===== src/rtl/seven_segment_scan_driver.sv =====
// seven_segment_scan_driver: captures write commands into an 8-entry digit store and
// time-multiplexes it onto a common-anode, active-low display. Option: SEVSEG_LEADING_ZERO_BLANK_EN.
module seven_segment_scan_driver #(
  parameter int unsigned CLK_HZ       = 100000000,
  parameter int unsigned REFRESH_HZ   = 1000,
  parameter int unsigned NUM_DIGITS   = 8,
  parameter int unsigned GUARD_CYCLES = 16
) (
  input  logic        sys_clk,
  input  logic        cpu_rst,
  input  logic [14:0] seven_segment_control_field,
  output logic [6:0]  seg_n,
  output logic        dp_n,
  output logic [7:0]  an_n
);

  localparam int unsigned DIGIT_CYCLES = CLK_HZ / (REFRESH_HZ * NUM_DIGITS);
  localparam int unsigned ON_CYCLES    = DIGIT_CYCLES - GUARD_CYCLES;
  localparam int unsigned CNT_W        = (DIGIT_CYCLES > 2) ? $clog2(DIGIT_CYCLES) : 1;

  localparam logic [CNT_W-1:0] GUARD_LAST = CNT_W'(GUARD_CYCLES - 1);
  localparam logic [CNT_W-1:0] ON_LAST    = CNT_W'(ON_CYCLES - 1);
  localparam logic [2:0]       IDX_LAST   = 3'(NUM_DIGITS - 1);

  localparam logic [0:0] ST_GUARD = 1'b0;
  localparam logic [0:0] ST_ON    = 1'b1;

  // Entry layout: [9] dp, [8] raw, [7] blank, [6:0] payload
  localparam logic [9:0] ENTRY_BLANK = 10'b0_0_1_0000000;

  if (DIGIT_CYCLES == 0 || GUARD_CYCLES == 0 || GUARD_CYCLES >= DIGIT_CYCLES ||
      NUM_DIGITS < 1 || NUM_DIGITS > 8) begin : g_bad_cfg
    $error("seven_segment_scan_driver: illegal timing/digit configuration");
  end

  logic             wr_q;
  logic             cmd_wr;
  logic [2:0]       cmd_addr;
  logic             commit;
  logic             unused_reserved;
  logic [9:0]       entry [8];
  logic [0:0]       state;
  logic [CNT_W-1:0] cnt;
  logic [2:0]       idx;
  logic [9:0]       cur;
  logic [6:0]       cur_seg_n;
  logic             lz_blank;

  function automatic logic [6:0] hex_seg(input logic [3:0] v);
    case (v)
      4'h0: hex_seg = 7'h40;
      4'h1: hex_seg = 7'h79;
      4'h2: hex_seg = 7'h24;
      4'h3: hex_seg = 7'h30;
      4'h4: hex_seg = 7'h19;
      4'h5: hex_seg = 7'h12;
      4'h6: hex_seg = 7'h02;
      4'h7: hex_seg = 7'h78;
      4'h8: hex_seg = 7'h00;
      4'h9: hex_seg = 7'h10;
      4'hA: hex_seg = 7'h08;
      4'hB: hex_seg = 7'h03;
      4'hC: hex_seg = 7'h46;
      4'hD: hex_seg = 7'h21;
      4'hE: hex_seg = 7'h06;
      default: hex_seg = 7'h0E;
    endcase
  endfunction

  assign cmd_wr          = seven_segment_control_field[14];
  assign cmd_addr        = seven_segment_control_field[13:11];
  assign unused_reserved = seven_segment_control_field[7];
  // Out-of-range addresses never qualify, so those commands vanish without a trace
  assign commit = cmd_wr && !wr_q && ({1'b0, cmd_addr} < 4'(NUM_DIGITS));

  always_ff @(posedge sys_clk or negedge cpu_rst) begin
    if (!cpu_rst) begin
      wr_q <= 1'b0;
      for (int unsigned i = 0; i < 8; i++) entry[i] <= ENTRY_BLANK;
    end else begin
      wr_q <= cmd_wr;
      if (commit)
        entry[cmd_addr] <= {seven_segment_control_field[10:8], seven_segment_control_field[6:0]};
    end
  end

  always_ff @(posedge sys_clk or negedge cpu_rst) begin
    if (!cpu_rst) begin
      state <= ST_GUARD;
      cnt   <= '0;
      idx   <= '0;
    end else if (state == ST_GUARD) begin
      if (cnt == GUARD_LAST) begin
        state <= ST_ON;
        cnt   <= '0;
      end else begin
        cnt <= cnt + 1'b1;
      end
    end else begin
      if (cnt == ON_LAST) begin
        state <= ST_GUARD;
        cnt   <= '0;
        idx   <= (idx == IDX_LAST) ? '0 : idx + 1'b1;
      end else begin
        cnt <= cnt + 1'b1;
      end
    end
  end

`ifdef SEVSEG_LEADING_ZERO_BLANK_EN
  logic [7:0] lz;
  logic       run_z;

  // Walk down from the top scanned digit; the run of blankable zeros stops at the first other entry
  always_comb begin
    lz    = '0;
    run_z = 1'b1;
    for (int unsigned k = 0; k < 7; k++) begin
      if ((7 - k) < NUM_DIGITS) begin
        run_z     = run_z && (entry[7 - k][9:7] == 3'b000) && (entry[7 - k][3:0] == 4'h0);
        lz[7 - k] = run_z;
      end
    end
  end

  assign lz_blank = lz[idx];
`else
  assign lz_blank = 1'b0;
`endif

  always_comb begin
    cur       = entry[idx];
    cur_seg_n = '1;
    if (cur[7] || lz_blank) cur_seg_n = '1;
    else if (cur[8])        cur_seg_n = ~cur[6:0];
    else                    cur_seg_n = hex_seg(cur[3:0]);
  end

  always_ff @(posedge sys_clk or negedge cpu_rst) begin
    if (!cpu_rst) begin
      an_n  <= '1;
      seg_n <= '1;
      dp_n  <= 1'b1;
    end else if (state == ST_ON) begin
      an_n  <= ~(8'h01 << idx);
      seg_n <= cur_seg_n;
      dp_n  <= ~cur[9];
    end else begin
      an_n  <= '1;
      seg_n <= '1;
      dp_n  <= 1'b1;
    end
  end

endmodule

===== config.mk =====
export PLATFORM = sky130hd
export DESIGN_NAME = seven_segment_scan_driver
export DESIGN_NICKNAME = d
export VERILOG_FILES = /design/src/rtl/seven_segment_scan_driver.sv
export SDC_FILE = /design/constraint.sdc
export NUM_CORES = 1
export LEC_CHECK = 0
export ABC_AREA = 1
export BUFFER_PORTS_ARGS = -buffer_cell sky130_fd_sc_hd__buf_4
export CAP_MARGIN = 40
export CORE_UTILIZATION = 28
export CTS_BUF_LIST = sky130_fd_sc_hd__clkbuf_4
export DETAILED_ROUTE_END_ITERATION = 6
export HOLD_SLACK_MARGIN = 0.02
export PLACE_DENSITY_LB_ADDON = 0.15
export SYNTH_ARGS = -nofsm -noshare
export SYNTH_HDL_FRONTEND = slang
export SYNTH_SLANG_ARGS = --single-unit

===== constraint.sdc =====
create_clock -name sys_clk -period 1.8 [get_ports sys_clk]
set_clock_uncertainty 0.1 [all_clocks]
set_input_delay 0.09 -clock sys_clk [delete_from_list [all_inputs] [get_ports sys_clk]]
set_output_delay 0.09 -clock sys_clk [all_outputs]
set_load 0.01 [all_outputs]

## Word-level counts from Yosys, hierarchy flattened

Memory sizes are Yosys's and may differ from the RTL's.
Cells that the tools add are included.

- Bits in registers: 115
- Bits in read-only memories: 112
- Bits of input ports: 17
- Output and inout port bits: 16
- Memories: 1

- Add/subtract/negate cells: 2
- Order comparisons: 3
- Eq/ne operators: 3
- Shift-type cells: 1
- Multiplexer cells: 18
- Bitwise operators: 5
- Reductions and logical operators: 4

Memory list:

| name | depth | width | read ports | clocked after Yosys merged registers in | write ports | RTL line | text |
|---|---|---|---|---|---|---|---|
| (no name shown) | 16 | 7 | 1 | 0 | 0 | 50 | `case (v)` |

Operators with widths:

| kind | number |
|---|---|
| bitwise mux 80 bit | 1 |
| 2-to-1 mux 14 bit | 3 |
| binary-select mux 10 bit (select 3 bit) | 1 |
| demux 10 bit (select 3 bit) | 1 |
| 2-to-1 mux 10 bit | 3 |
| 2-to-1 mux 7 bit | 3 |
| adder 14 x 1 -> 14 bit (second input constant) | 1 |
| equality test 14 bit (second input constant) | 1 |
| equality test 14 x 4 -> 1 bit (second input constant) | 1 |
| >= comparator 4 bit (second input constant) | 2 |
| 2-to-1 mux 8 bit | 1 |
| NOT 3 -> 4 bit | 2 |
| NOT 8 bit | 1 |
| left shift 1 x 3 -> 8 bit (first input constant) | 1 |
| NOT 7 bit | 1 |
| < comparator 4 x 1 -> 1 bit (second input constant) | 1 |
| 2-to-1 mux 1 bit | 4 |
| adder 3 x 1 -> 3 bit (second input constant) | 1 |
| equality test 3 bit (second input constant) | 1 |
| 2-to-1 mux 3 bit | 1 |
| logical AND 1 bit | 2 |
| AND reduction 2 bit | 1 |
| logical NOT 1 bit | 1 |
| NOT 1 bit | 1 |

## Logic depth before layout (Yosys ltp)

Gate-level depths: netlist of run 1.

- Depth after elaboration: 8
- Depth in mapped cells: 14
- Depth with buffers taken out: 13

## Worst setup path after synthesis of run 1

No wires, ideal clock.

- Path type: register -> register
- From: register idx[0]
- To: register seg_n[0]
- Library setup time: 0.078 ns
- Data arrival time: 1.706 ns
- Data required time: 1.622 ns
- Setup slack: -0.083 ns
- Cell stages (with the launch flop): 14
- Buffers on the path: 2
- Path through: dfrtp_1 -> buf_6 -> buf_6 -> o211ai_1 -> nand3_1 -> o21ai_2 -> inv_1 -> ha_1 -> inv_1 -> nand2_1 -> nand3_1 -> nand2_1 -> nand2_1 -> nand2_1

- Cells in the longest elaborated chain, start to end: 8
- Elaborated cells on any way between the ends: 9
- Classes of those cells: mux: 6; bitwise: 2; memory: 1

RTL lines:

| what | RTL line | text |
|---|---|---|
| start, declared | 44 | `logic [2:0] idx;` |
| start signal, assigned | 103 | `idx <= (idx == IDX_LAST) ? '0 : idx + 1'b1;` |
| NOT 3 -> 4 bit (implied by the code) (*) | 132 | `cur = entry[idx];` |
| binary-select mux 10 bit (select 3 bit) (*) | 132 |  |
| 2-to-1 mux 10 bit (implied by the code) (*) (2 in a row) | 132 |  |
| memory (16 x 7 bit) / NOT 7 bit (equally long branches) | - |  |
| 2-to-1 mux 7 bit | 135 | `else if (cur[8]) cur_seg_n = ~cur[6:0];` |
| 2-to-1 mux 7 bit (*) | 134 | `if (cur[7] \|\| lz_blank) cur_seg_n = '1;` |
| 2-to-1 mux 7 bit (*) | 144 | `end else if (state == ST_ON) begin` |
| end signal, assigned | 146 | `seg_n <= cur_seg_n;` |
| end, declared | 12 | `output logic [6:0] seg_n,` |

Every way passes the cells marked *; elsewhere a longest branch is shown, timed or not. The select of a mux whose other input is x is not followed.
A chain may end at the register's enable or synchronous reset.

## Worst setup path in the final report of run 1

Same ends and word-level chain as after synthesis.

==> results.md, run 1 <==
- Status: finished, violations left
- Failing checks: negative setup slack
- Worst-Margin Slew: 0.433 ns
- Net Sw Power: 2000 µW
- Fin. Hold Viols: 0
- P&R area growth vs syn: 25.1%
- Switching Fraction: 30.3%
- Achievable Freq: 515 MHz
- Post-route setup slack: -0.141 ns
- Simple-Gate Fraction of Synth Area: 22.2%
- Peak VDD IR: 0.000340 V
- PD cells: 941 nW/µm²
- Vias per Instance: 4.58
- Clock sink count: 115
- Antenna violations before repair: 1
- Pre-CTS WS: -0.0983 ns
- Area share of the largest cell type after synthesis: 40.5%
- Share of cells above drive strength 1: 21.0%
- Proportion of power drawn by combinational gates: 20.2%
- First-pass GRT wire length: 25.1 mm
- Int Power: 4610 µW
- RSZ-0062 raised after global routing: yes
- Final worst-path cycle share: 108%
- Num rows: 51
- Core footprint: 19600 µm²
- Max cap viols: 0
- Non-Filler Instances: 1058
- Port Buffer Count: 31
- Mapped Cells: 692
- Final Max Tran Viols: 0
- GRT Overall Usage: 16.2%
- Critical Path Fanout Max: 8
- Final ANT Viol Nets: 0
- Hold Path Stages: 2
- Num CTS Buffers: 17
- Met2 usage: 26.7%
- Hold EP: wr_q
- Detail Placement HPWL: 10.5 mm
- Synthesized area: 5620 µm²
- Vias: 4841
- Headroom to the max-slew limit: 70.9%
- Reg clk slew, reported paths: 0.11 ns
- Worst R2R Start: idx[0]
- R2R setup slack: -0.14 ns
- CTS tree: done
- Mux cell area share after synthesis: 0%
- Setup CP Type: reg2reg
- Number of synthesized register bits: 115
- Synth cell types: 33
- Routed wire length: 15.2 mm
- Met1 usage: 20.4%
- XOR/XNOR Fraction of Synth Area: 0.467%
- H-tree depth: 4
- Placed cells: 1002
- Met3 Use GR: 3.97%
- Ys async rst share: 100%
- Cell area after layout: 7030 µm²
- Die width: 144 µm
- GRT overflow: 0
- Power Total: 6620 µW
- Largest cells by area after synthesis: dfrtp_1, nand2_1, dfstp_2
- Worst Hold Launch: seven_segment_control_field[14]
- Clock Power Share: 30.0%
- 1st-iter DRT viols: 263
- Die area: 20600 µm²
- Minimum clock period: 1.94 ns
- Syn avg cell area: 8.12 µm²
- Compound-Gate Fraction of Synth Area: 14.4%
- Number of global-route vias before repair: 4774
- Top_reg_cell synth: dfrtp_1
- GR peak layer: met2
- Drt first pass iters: 5
- Worst r2r path cells: 12
- Largest net degree at the start of global routing: 69
- Leading area contributor after synthesis: dfrtp_1
- Routability Congestion: 0.848
- DRC viols: 0
- Min-Delay Path Class: in2reg
- Leakage: 0.00331 µW
- Wire per inst: 14.4 µm
- Synth warn: 0
- I/O Pins: 33
- Reg2reg end: seg_n[0]
- Setup-failing EPs final: 7
- Initial core utilization: 28.7%
- Layout Nets: 809
- Crit path DAT: 2.30 ns
- Crit. End Element: register
- Commonest cells after routing, fill and taps aside: nand2_1, o21ai_0, dfrtp_1
- Sequential area share after synthesis: 51.7%
- Die Y: 144 µm
- Area share of fa/ha/maj cells after synthesis: 2.89%
- Reg power frac: 49.8%
- Max clock buf depth: 2
- Main combinational cell family by area after synthesis: simple AND/OR/NAND/NOR gates
- Worst skew pair latency: 0.53 ns
- Net Count, Synth: 722
- Critical path origin: idx[0]
- Most common cell after layout, fill and taps aside: nand2_1
- Critical Path Source Type: register
- Post-synth EDFFs: 0
- Post-layout util: 35.9%
- Critical Path RT: 2.16 ns
- Placed Instance Area: 6450 µm²
- Root Driver: clkbuf_4
timing repair:
action	4_1_cts	5_1_grt
setup buffers	0	6
gates cloned	0	0
endpoints found under the hold margin	196	0
pin swaps	0	12
endpoints found under the setup margin	7	12
hold buffers	17	0
resized for setup	6	13
critical path, cell delays in order (launching register included):
cell	delay, ns
dfrtp_2	0.49
inv_2	0.13
o21ai_1	0.16
nand2_1	0.10
o21ai_4	0.28
inv_2	0.11
ha_4	0.18
inv_1	0.04
nand2_1	0.05
nand3_1	0.07
nand2_1	0.05
nand2_1	0.05
nand2_1	0.05
power groups by stage:
stage / Clock (µW) / Combinational [µW] / Sequential, µW
4_1_cts: 2070 / 1340 / 3300
5_1_grt: 2190 / 1550 / 3350
6_report: 1990 / 1340 / 3290
3_5_place_dp: 0 / 1300 / 3340
2_1_floorplan: 0 / 781 / 3330
3_3_place_gp: 0 / 1300 / 3340
Yosys cell counts, drive strengths merged, types with 2 or more instances:
library cell	n
nor2	41
o21ai	105
ha	13
dfstp	24
inv	81
nor3	8
dfrtp	91
nor4	5
nand2	197
nand3	36
xor2	2
a21oi	25
o211ai	16
nand3b	2
clkbuf	19
nand4	9
buf	12
per-stage QoR:
step	setup TNS [ns]	hold WS (ns)
after global placement	-0.402	0.0156
after global routing	-1.73	0.0972
final	-0.722	0.125
after floorplan	-0.0528	-0.306
after detailed placement	-0.425	0.0185
after CTS	-0.567	0.0607
metal layers:
metal / vias up / wire, µm
li1: 2419 / -
met1: 2278 / 7030
met2: 115 / 7250
met3: 29 / 610
met4: 0 / 320
met5: - / 0
cell families (layout without fill, tap and decap cells):
| kind of cell | Yosys count | in the layout |
|---|---|---|
| flip-flops | 115 | 115 |
| other | 0 | 1 |
| AND/OR/NAND/NOR | 298 | 298 |
| adder cells (fa/ha/maj) | 13 | 13 |
| buffers and inverters | 113 | 213 |
| XOR/XNOR | 3 | 3 |
| AO/OA/AOI/OAI | 150 | 150 |
worst max path at each step:
stage               end  slack, ns  cells after the start
2_1_floorplan  seg_n[0]      -0.03                     12
3_3_place_gp   seg_n[0]      -0.08                     14
3_5_place_dp   seg_n[0]       -0.1                     14
4_1_cts        seg_n[0]      -0.12                     11
5_1_grt        seg_n[0]      -0.27                     12
6_report       seg_n[0]      -0.14                     12
flip-flops by register name (all words and copies together) (netlist names):
register and count:
seg_n 7, entry 80, idx 3, state 1, dp_n 1, wr_q 1
cnt 14, an_n 8
layout make-up:
cell class	count	area [µm²]
antenna	1	2.50
timing repair buffer	99	842
clock buffer	17	128
fill	2047	12600
multi-input combinational	464	2340
sequential	115	2910
inverter	82	308
clock inverter	15	165
tap	265	332
No activity file was read; power rests on OpenSTA's default activity.
==> run 2, diff against run 1 <==
--- a/config.mk
+++ b/config.mk
@@ -13,6 +13,7 @@
 export DETAILED_ROUTE_END_ITERATION = 6
 export HOLD_SLACK_MARGIN = 0.02
 export PLACE_DENSITY_LB_ADDON = 0.15
+export REMOVE_ABC_BUFFERS = 1
 export SYNTH_ARGS = -nofsm -noshare
 export SYNTH_HDL_FRONTEND = slang
 export SYNTH_SLANG_ARGS = --single-unit
==> run 2 against run 1 <==
  * The run still ends with negative setup slack left
  * Worst setup slack better by 0.0092 ns
  * Sequential share of layout area is 1.0 points lower
  * Wire length is 4.0% higher
  * Non-clock buffer count is 9 higher
  * Final area is 2.6% higher
  * Fmax is 0.48% higher
  * First-iteration DRC count is 9.9% lower
  * Critical path type unchanged
  * Critical endpoint unchanged
  * Largest power group unchanged
==> results.md, run 2 (same netlist as run 1, synthesis figures left out) <==
- Vias: 4867
- Final ANT Viol Nets: 0
- Share of cells above drive strength 1: 24.1%
- Leakage: 0.00339 µW
- Most common cell after layout, fill and taps aside: nand2_1
- Met2 usage: 27.5%
- H-tree depth: 4
- Min-Delay Path Class: in2reg
- Core footprint: 19600 µm²
- Num rows: 51
- Critical Path Source Type: register
- Headroom to the max-slew limit: 47.4%
- Routed wire length: 15.8 mm
- Power Total: 6420 µW
- Cell family with most CP delay: simple AND/OR/NAND/NOR gates
- GRT Overall Usage: 16.5%
- Vias per Instance: 4.56
- Failing checks: negative setup slack
- Post-route setup slack: -0.131 ns
- GR peak layer: met2
- P&R area growth vs syn: 28.3%
- Worst-Margin Slew: 0.786 ns
- Critical Path Fanout Max: 5
- FILL cells: 2061
- Placed cells: 996
- Port Buffer Count: 31
- Met1 usage: 21.1%
- Die width: 144 µm
- Max reg flops: 80
- DRC viols: 0
- Footprint of the multi-input gates: 2480 µm²
- Minimum clock period: 1.93 ns
- 1st-iter DRT viols: 237
- First-pass GRT wire length: 25.6 mm
- Post-layout util: 36.8%
- Drt first pass iters: 5
- Critical Path RT: 2.18 ns
- Crit-path cells: buf_6 > buf_6 > nand2_2 > o211ai_1 > nand3_2 > o21ai_4 > buf_6 > ha_4 > nand3b_1 > nand3_2 > nand2_1 > nand2_1 > nand2_1
- Setup-failing EPs final: 5
- Detail Placement HPWL: 10.4 mm
- Slowest stage delay, CP: 0.44 ns
- PD cells: 889 nW/µm²
- Commonest cells after routing, fill and taps aside: nand2_1, o21ai_0, dfrtp_1
- Setup CP Type: reg2reg
- Reg with most FFs: entry
- Initial core utilization: 28.7%
- Clock sink count: 115
- Routability Congestion: 0.823
- Number of global-route vias before repair: 4877
- R2R setup slack: -0.13 ns
- Antenna violations before repair: 1
- Die area: 20600 µm²
- TNS Setup: -0.412 ns
- Final Max Tran Viols: 0
- Reg clk slew, reported paths: 0.11 ns
- Achievable Freq: 518 MHz
- Die Y: 144 µm
- CTS tree: done
- Worst skew pair latency: 0.55 ns
- Largest net degree at the start of global routing: 53
- GRT overflow: 0
- RSZ-0062 raised after global routing: yes
- Met3 Use GR: 3.63%
- I/O Pins: 33
- Peak VDD IR: 0.000393 V
- Max cap viols: 0
- Slowest cell on crit path: dfrtp_2
- Regs by FF count: entry (80), cnt (14), an_n (8)
- Final worst-path cycle share: 107%
- Root Driver: clkbuf_4
- Non-Filler Instances: 1067
- Layout Nets: 818
- CP Buf/Inv Count: 3
- Max clock buf depth: 2
- Pre-CTS WS: -0.160 ns
- Wire per inst: 14.8 µm
- Status: finished, violations left
- Crit path DAT: 2.32 ns
- Crit. End Element: register
- Sequential cell area: 2910 µm²
- Num CTS Buffers: 17
- Fin. Hold Viols: 0
## run 2: cell count changes in the layout (fill, tap and decap cells not counted), sizes merged
cell / delta
buf: +9
clkbuf: +7
bufinv: -3
clkinvlp: -3
clkinv: -1
## run 2: path summary, 6_finish.rpt
check                                                      from   endpoint  cells past startpoint
worst min register to register                        entry[56]  entry[56]                      2
worst min-delay path            seven_segment_control_field[14]       wr_q                      2
worst max-delay path                                     idx[0]   seg_n[0]                     13
worst max register to register                           idx[0]   seg_n[0]                     13
max in group asynchronous                               cpu_rst  entry[51]                      3
min in group asynchronous                               cpu_rst   entry[3]                      3
## run 2: repair_timing
item | in CTS | in global routing
setup endpoints to repair | 7 | 17
hold endpoints to repair | 196 | 0
buffers inserted | 5 | 16
resized for setup | 16 | 53
pin swaps | 10 | 27
hold buffers | 17 | 0
## run 2: power by group
group | switching, µW | internal (µW) | leakage [µW] | total [µW]
combinational | 845 | 655 | 0.00187 | 1500
sequential | 196 | 3100 | 0.00139 | 3300
clock | 985 | 629 | 0.000131 | 1610
total | 2030 | 4390 | 0.00339 | 6420
## run 2: layout make-up
type / instances / share of cell area (%)
diodes: 1 / 0.0347
clock inverters: 8 / 0.538
inverters: 82 / 4.34
well taps: 265 / 4.60
multi-input cells: 464 / 34.3
repair buffers: 108 / 13.3
clock buffers: 24 / 2.50
flip-flops and latches: 115 / 40.3
## run 2: through the flow
stage               cell area (µm²)  hold WS, ns
floorplan                      5460       -0.306
global placement               6370       -0.100
detailed placement             6370      -0.0941
CTS                            6880       0.0510
global route                   7210       0.0647
finish                         7210       0.0961
## run 2: routing by layer
layer  part of all wire (%)  vias up
met5                      0        -
met4                    1.5        0
met3                    3.7       16
met2                     48      106
met1                     47     2314
li1                       -     2431
